File: src/rtl/fetch_unit_pkg.sv
// fetch_unit_pkg
//   Shared definitions for the instruction fetch stage: opcode constants,
//   fetch FSM state encodings and the IF/ID bubble value.
package fetch_unit_pkg;

  // Halt opcode, found in instruction bits [15:12].
  localparam logic [3:0] OP_HLT = 4'hF;

  // Bubble word, written into IF/ID whenever no real instruction is present.
  localparam logic [15:0] BUBBLE = 16'h0000;

  typedef enum logic [1:0] {
    ST_RUN  = 2'd0,
    ST_WAIT = 2'd1,  // cache miss outstanding
    ST_HALT = 2'd2
  } fetch_state_t;

  function automatic logic is_hlt(input logic [15:0] word);
    return word[15:12] == OP_HLT;
  endfunction

endpackage

File: src/rtl/fetch_unit_if_id_reg.sv
// if_id_reg
//   IF/ID pipeline register: instruction, its PC+1 and a valid bit.
//   Ports:
//     clk, rst_n        clock, synchronous active-low reset
//     bubble            write BUBBLE and clear valid (highest priority)
//     hold              keep current contents
//     load              capture new_instr / new_pc_plus1 with valid=1
//     new_instr         instruction word to capture
//     new_pc_plus1      PC+1 of new_instr
//     instr, pc_plus1, valid   registered outputs to decode
module if_id_reg
  import fetch_unit_pkg::*;
(
  input  logic        clk,
  input  logic        rst_n,
  input  logic        bubble,
  input  logic        hold,
  input  logic        load,
  input  logic [15:0] new_instr,
  input  logic [15:0] new_pc_plus1,
  output logic [15:0] instr,
  output logic [15:0] pc_plus1,
  output logic        valid
);

  always_ff @(posedge clk) begin
    if (!rst_n) begin
      instr    <= BUBBLE;
      pc_plus1 <= 16'h0000;
      valid    <= 1'b0;
    end else if (bubble) begin
      // pc_plus1 is left as is: it is meaningless while valid is low.
      instr <= BUBBLE;
      valid <= 1'b0;
    end else if (!hold && load) begin
      instr    <= new_instr;
      pc_plus1 <= new_pc_plus1;
      valid    <= 1'b1;
    end
  end

endmodule

File: src/rtl/fetch_unit.sv
// fetch_unit
//   Instruction fetch stage: PC, RUN/WAIT/HALT fetch FSM and the IF/ID
//   register.
//   Ports:
//     clk, rst_n          clock, synchronous active-low reset
//     stall_if            hold PC, FSM and IF/ID
//     redirect_en         load redirect_pc (overrides everything but reset)
//     redirect_pc         redirect target word address
//     i_rdy, i_data       instruction cache hit and its data
//     i_rd_en, i_addr     instruction read request and address (= PC)
//     if_id_instr         registered instruction to decode
//     if_id_pc_plus1      registered PC+1 of if_id_instr
//     if_id_valid         if_id_instr is a real instruction
//     halted              registered, high exactly while in HALT
module fetch_unit
  import fetch_unit_pkg::*;
(
  input  logic        clk,
  input  logic        rst_n,
  input  logic        stall_if,
  input  logic        redirect_en,
  input  logic [15:0] redirect_pc,
  input  logic        i_rdy,
  input  logic [15:0] i_data,
  output logic        i_rd_en,
  output logic [15:0] i_addr,
  output logic [15:0] if_id_instr,
  output logic [15:0] if_id_pc_plus1,
  output logic        if_id_valid,
  output logic        halted
);

  fetch_state_t state;
  logic [15:0]  pc;
  logic [15:0]  pc_plus1;
  logic         fetching;
  logic         ifid_bubble;
  logic         ifid_load;

  assign pc_plus1 = pc + 16'd1;  // wraps modulo 2^16
  assign fetching = (state != ST_HALT);

  // Read request decodes only registered state, never an input.
  assign i_rd_en = fetching;
  assign i_addr  = pc;

  // A redirect always squashes IF/ID; otherwise, when not stalled, a miss
  // or a halted front end inserts a bubble.
  assign ifid_bubble = redirect_en || (!stall_if && (!fetching || !i_rdy));
  assign ifid_load   = fetching && i_rdy;

  always_ff @(posedge clk) begin
    if (!rst_n) begin
      pc     <= 16'h0000;
      state  <= ST_RUN;
      halted <= 1'b0;
    end else if (redirect_en) begin
      pc     <= redirect_pc;
      state  <= ST_RUN;
      halted <= 1'b0;
    end else if (!stall_if) begin
      case (state)
        ST_RUN, ST_WAIT: begin
          if (i_rdy) begin
            if (is_hlt(i_data)) begin
              // The HLT itself goes to decode but the PC stays on it.
              state  <= ST_HALT;
              halted <= 1'b1;
            end else begin
              pc    <= pc_plus1;
              state <= ST_RUN;
            end
          end else begin
            state <= ST_WAIT;
          end
        end
        default: begin
          // HALT: only a redirect or reset leaves.
          state  <= ST_HALT;
          halted <= 1'b1;
        end
      endcase
    end
  end

  if_id_reg u_if_id_reg (
    .clk          (clk),
    .rst_n        (rst_n),
    .bubble       (ifid_bubble),
    .hold         (stall_if),
    .load         (ifid_load),
    .new_instr    (i_data),
    .new_pc_plus1 (pc_plus1),
    .instr        (if_id_instr),
    .pc_plus1     (if_id_pc_plus1),
    .valid        (if_id_valid)
  );

endmodule

File: config.mk
export PLATFORM = sky130hd
export DESIGN_NAME = fetch_unit
export DESIGN_NICKNAME = d
export VERILOG_FILES = /design/src/rtl/fetch_unit_pkg.sv /design/src/rtl/fetch_unit_if_id_reg.sv /design/src/rtl/fetch_unit.sv
export SDC_FILE = /design/constraint.sdc
export NUM_CORES = 1
export LEC_CHECK = 0
export ABC_AREA = 1
export CAP_MARGIN = 5
export CORE_MARGIN = 2
export CORE_UTILIZATION = 40
export CTS_CLUSTER_DIAMETER = 60
export DETAILED_ROUTE_END_ITERATION = 12
export PLACE_DENSITY = 0.85
export SETUP_SLACK_MARGIN = 0.2
export SLEW_MARGIN = 30
export SYNTH_ARGS = -nofsm -noshare
export SYNTH_HDL_FRONTEND = slang
export SYNTH_SLANG_ARGS = --single-unit
File: constraint.sdc
create_clock -name clk -period 1.5 [get_ports clk]
set_clock_uncertainty 0.1 [all_clocks]
set_input_delay 0.3 -clock clk [delete_from_list [all_inputs] [get_ports clk]]
set_output_delay 0.3 -clock clk [all_outputs]
set_load 0.005 [all_outputs]
# After elaboration in Yosys (flattened, before gate mapping)
# Cells that the tools add are included.
[totals]
register_bits = 52
output_inout_bits = 51
word_cells = 45
[classes]
eq_ne = 7
muxes = 11
n_reduce_logical = 17
addsub = 1
bitwise_logic = 3
[op_table]
columns = ["operator", "n"]
rows = [
  ["two-way mux 16 bit", 5],
  ["adder 16 x 1 -> 16 bit (second input constant)", 1],
  ["inequality test 2 bit (second input constant)", 4],
  ["two-way mux 2 bit", 3],
  ["OR reduction 2 bit", 3],
  ["equality test 4 bit (second input constant)", 1],
  ["AND reduction 4 bit", 1],
  ["nonzero test 2 bit", 2],
  ["logical AND 1 bit", 3],
  ["logical NOT 1 bit", 3],
  ["two-way mux 1 bit", 3],
  ["inverter 1 bit", 3],
  ["AND reduction 3 bit", 1],
  ["equality test 2 x 1 -> 1 bit (second input constant)", 1],
  ["logical NOT 2 bit", 1],
  ["logical OR 1 bit", 2],
  ["inequality test 2 x 1 -> 1 bit (second input constant)", 1],
  ["AND reduction 2 bit", 1],
]

# Depth between registers and ports, before layout
[logic_depth]
ltp_word = 7
mapped_depth = 10
depth_no_buf = 10

# Modules after synthesis
# Synthesis repeated with hierarchy kept, for this count alone.
[hier_totals]
hier_cells = 391
hier_area_um2 = 2539.9
[by_module_without_submodules]
columns = ["module", "n_inst", "seq_area_each_um2", "area_per_inst_um2", "cells_each"]
rows = [
  ["fetch_unit", 1, 380.4, 1276.2, 214],
  ["if_id_reg", 1, 660.6, 1263.7, 177],
]

# Worst setup path after synthesis
# Ideal clock, no wire load.
[synth_timing]
path_type = "reg2reg"
from = "register pc[0] (netlist: i_addr[0])"
to = "register pc[6] (netlist: i_addr[6])"
path_stages_with_launch = 8
t_arrival_ns = 1.267
path_buffers = 0
slack_ns = 0.005
synth_period_minus_slack_ns = 1.495
path_cell_list = "dfxtp_1 > ha_1 > nand3_1 > nor2_1 > xor2_1 > nor2_1 > nor2_1 > nor2_1"
[synth_between]
elab_chain_len = 6
[synth_lines]
columns = ["item", "line", "text"]
rows = [
  ["start: declaration", "fetch_unit.sv:34", "logic [15:0] pc;"],
  ["start signal: assignment", "fetch_unit.sv:58", "pc <= redirect_pc;"],
  ["start signal: assignment", "fetch_unit.sv:70", "pc <= pc_plus1;"],
  ["adder 16 x 1 -> 16 bit", "fetch_unit.sv:40", "assign pc_plus1 = pc + 16'd1;"],
  ["two-way mux 16 bit", "fetch_unit.sv:65", "if (is_hlt(i_data)) begin"],
  ["two-way mux 16 bit", "fetch_unit.sv:64", "if (i_rdy) begin"],
  ["two-way mux 16 bit", "fetch_unit.sv:62", "case (state)"],
  ["two-way mux 16 bit", "fetch_unit.sv:61", "end else if (!stall_if) begin"],
  ["two-way mux 16 bit", "fetch_unit.sv:57", "end else if (redirect_en) begin"],
]
# Every way passes these cells. The select of a mux whose other input is x is not followed.
# A chain may end at the register's enable or synchronous reset.

# Final worst setup path
[layout_timing]
from = "register state[1]"
to = "register pc[3] (netlist: i_addr[3])"
[layout_between]
elab_chain_len = 4
[layout_lines]
columns = ["item", "line", "text"]
rows = [
  ["start: declaration", "fetch_unit.sv:33", "fetch_state_t state;"],
  ["start signal: assignment", "fetch_unit.sv:55", "state <= ST_RUN;"],
  ["start signal: assignment", "fetch_unit.sv:59", "state <= ST_RUN;"],
  ["start signal: assignment", "fetch_unit.sv:67", "state <= ST_HALT;"],
  ["equality test 2 x 1 -> 1 bit / logical NOT 2 bit (equally long branches)", "fetch_unit.sv:62", ""],
  ["OR reduction 2 bit (*)", "fetch_unit.sv:62", ""],
  ["nonzero test 2 bit (no line) (*)", "n/a", ""],
  ["AND reduction 4 bit (no line) (*)", "n/a", ""],
]
# Mark *: on every way between the ends. The rest lies on a longest branch, timed or not.

==> reports/metrics.yaml <==
die_w_um: 82.4
synth_xor_area_frac: 0.0250
grt_max_degree: 22
cp-start-kind: "flip-flop"
ir_drop_mv: 0.454
swShare: 0.316
fp-row-count: 28
synth_edf_count: 0
wire_per_inst_um: 22.7
yosysWarningCount: 0
synth_area_leaders: "dfxtp_1 (42%), nand2_1 (18%), a21oi_1 (6.3%), nor2_1 (5.7%), inv_1 (5.2%)"
post-route-period-util: 1.19
fin_area_um2: 5180
synth_compound_area_frac: 0.141
fillCellCount: 249
drt-initial-drc-count: 314
synth_top_flop_cell: "dfxtp_1"
clock-sinks: 52
yosysUniqueCellTypes: 34
slowest_stage: "dfxtp_2"
p_int_mw: 2.26
drt.antenna.violating_nets: 0
r2r_start: "state[1]"
reg2reg_slack_ns: -0.28
clockBufferDepth: 2
status: "complete, but fails checks"
layout.nets: 573
critPathMaxStageDelay_ns: 0.35
first_global_vias: 3239
p_seq_frac: 0.449
maxSlewViolCount: 0
rr_worst_depth: 9
p_sw_mw: 1.05
synth_top_family_by_area: "simple AND/OR/NAND/NOR gates"
holdPathEnd: "u_if_id_reg.instr[13]"
dpl_cell_area_um2: 3600
required_ns: 1.66
rr_endpoint: "i_addr[3]"
clkPwrFrac: 0.270
drc_errors: 0
drt-total-wl_um: 13900
synth_fa_ha_area_frac: 0.00509
relSlewSlack: 0.780
criticalPathCategory: "flip-flop to flip-flop"
path_buf_inv: 3
coreArea_um2: 5920
synth.area.mux_share: 0
diodes: 0
drt-pass1-iter-count: 5
ioPinCount: 88
holdCritPathClass: "input pin to flip-flop"
synth.cells.most_frequent: "nand2_1 (116), dfxtp_1 (52), nor2_1 (37)"
grt_setup_unrepaired: "true"
portBuffers: 87
start_util: 0.415
cp_max_fo: 5
dieHeight_um: 82.4
path_clk_slew_ns: 0.10
numCtsBuffers: 5
synth-async-reset-ratio: 0
die_area_um2: 6780
synth-seq-cells: 52
worstMarginPinSlew_ns: 0.329
dpl.hpwl_um: 5370
finalHoldViolations: 0
yosysTopAreaCell: "dfxtp_1"
netlist.area_leader.share: 0.424
p_comb_frac: 0.281
tritoncts: "done"
finalWorstPathRequiredPeriod_ns: 1.78
synth-simple-area-share: 0.316
violations: "setup timing"
crit_family: "simple AND/OR/NAND/NOR gates"
max_freq_mhz: 561
syn-num-nets: 390
yosysSeqAreaShare: 0.424
clock_latency_ns: 0.32
cap_violations: 0
cellLeakagePower_nw: 2.33
fin_ws_ns: -0.282
htree_levels: 2
end_kind: "flip-flop"
cts-hold-fix-buffers: 0
drive_above_1_share: 0.614
area_growth_pct: 111
grt_pass1_wl_um: 15800
routabilityCongestion: 0.876
synth_cells: 352
antenna_found_initial: 0
synth.most_common_cell: "nand2_1"
viasPerCell: 5.83
synth_area_um2: 2460
root_buffer: "clkbuf_8"
power_density_nw_per_um2: 639
vias: 3564
grt_use_total: 0.311
worstPathArrival_ns: 1.94
gr-total-overflow: 0
power_mw: 3.31
synth.avg_cell_area_um2: 6.98
worstHoldPathCells: 3
finalSetupViolCount: 50
crit_chain: "buf_4 -> buf_6 -> nor3_4 -> nand2_4 -> nor2_4 -> nand2_2 -> o211ai_1 -> nand2_1 -> inv_1"
hold_path_startpoint: "i_data[13]"
[logic make-up (layout without fill, tap and decap cells)]
group           after synthesis  count (layout)
xor+xnor                      7               7
compound gates               63              63
buf+inv                      48             229
fa+ha+maj                     1               1
simple gates                181             184
flops                        52              52
[area by class of cell]
class | count | area (µm²) | share of cell area
Multi-Input combinational cell | 255 | 1950 | 0.376
Timing Repair Buffer | 184 | 1770 | 0.341
Sequential cell | 52 | 1130 | 0.218
Inverter | 37 | 151 | 0.0292
Tap cell | 75 | 93.8 | 0.0181
Clock buffer | 7 | 86.3 | 0.0167
Clock inverter | 1 | 7.51 | 0.00145
[power by group through the flow]
stage	Clock, mW	Combinational (mW)	Sequential, mW
floorplan	0	0.213	1.52
global placement	0	0.509	1.52
detailed placement	0	0.519	1.52
CTS	0.866	0.711	1.47
global route	0.930	0.965	1.49
finish	0.892	0.931	1.49
[cells in the final DEF, fill, tap and decap left out, types with 7 or more instances in the layout]
| master | netlist | routed |
|---|---|---|
| nor2_4 | 2 | 13 |
| clkdlybuf4s50_1 | 0 | 29 |
| nand3_1 | 13 | 7 |
| dfxtp_4 | 0 | 11 |
| nand2_1 | 116 | 59 |
| buf_6 | 1 | 41 |
| clkdlybuf4s15_1 | 0 | 24 |
| inv_1 | 34 | 27 |
| nor2_1 | 37 | 22 |
| clkbuf_2 | 0 | 16 |
| buf_4 | 4 | 59 |
| nand2_2 | 3 | 26 |
| o21ai_2 | 1 | 14 |
| inv_2 | 2 | 7 |
| a21oi_2 | 4 | 26 |
| dfxtp_2 | 0 | 37 |
| nand2_4 | 0 | 33 |
| a21oi_1 | 31 | 9 |
[worst max path at each step]
stage / startpoint / to / slack (ns) / cells past startpoint
floorplan: state[1] / u_if_id_reg.pc_plus1[15] / 0.16 / 9
global placement: i_rdy / i_addr[7] / -0.29 / 10
detailed placement: stall_if / u_if_id_reg.instr[15] / -0.35 / 7
CTS: state[1] / i_rd_en / -0.06 / 3
global route: i_addr[1] / u_if_id_reg.pc_plus1[9] / -0.37 / 11
finish: state[1] / i_addr[3] / -0.28 / 9
[per-stage QoR]
stage                     hold slack (ns)  cells  TNS, ns   util  worst slack, ns
after global placement              0.352    528   -12.24  0.608           -0.291
final                               0.229    611    -5.97  0.875           -0.282
after global routing                0.230    611    -7.60  0.875           -0.367
after floorplan                     0.281    352        0      -            0.159
after detailed placement            0.357    528   -14.87  0.608           -0.347
after CTS                           0.308    579   -0.176  0.771          -0.0589
[routing by layer]
metal	part of all wire	up-vias	track usage
met3	0.10	108	0.0696
met4	0.063	0	0.138
met5	0	-	0
met2	0.49	326	0.583
met1	0.34	1649	0.328
li1	-	1481	-
[registers in the layout (all words and copies together), names as in the netlist]
register and cells:
i_addr 16, u_if_id_reg.valid 1, u_if_id_reg.pc_plus1 16, halted 1, u_if_id_reg.instr 16, state 2
[worst min-delay path: cells and delay by family]
family	cells	cell delay [ns]
AOI/OAI and AO/OA	1	0.06
buffers and inverters	1	0.15
and+or+nand+nor	1	0.11
[what timing repair did]
item                                    in CTS  in global routing
setup buffers                               39                 29
pin swaps                                   56                 51
endpoints found under the setup margin     103                 97
gates cloned                                 4                  3
gates resized for setup                    291                139
Note: power is estimated with default switching activity, not from simulation.
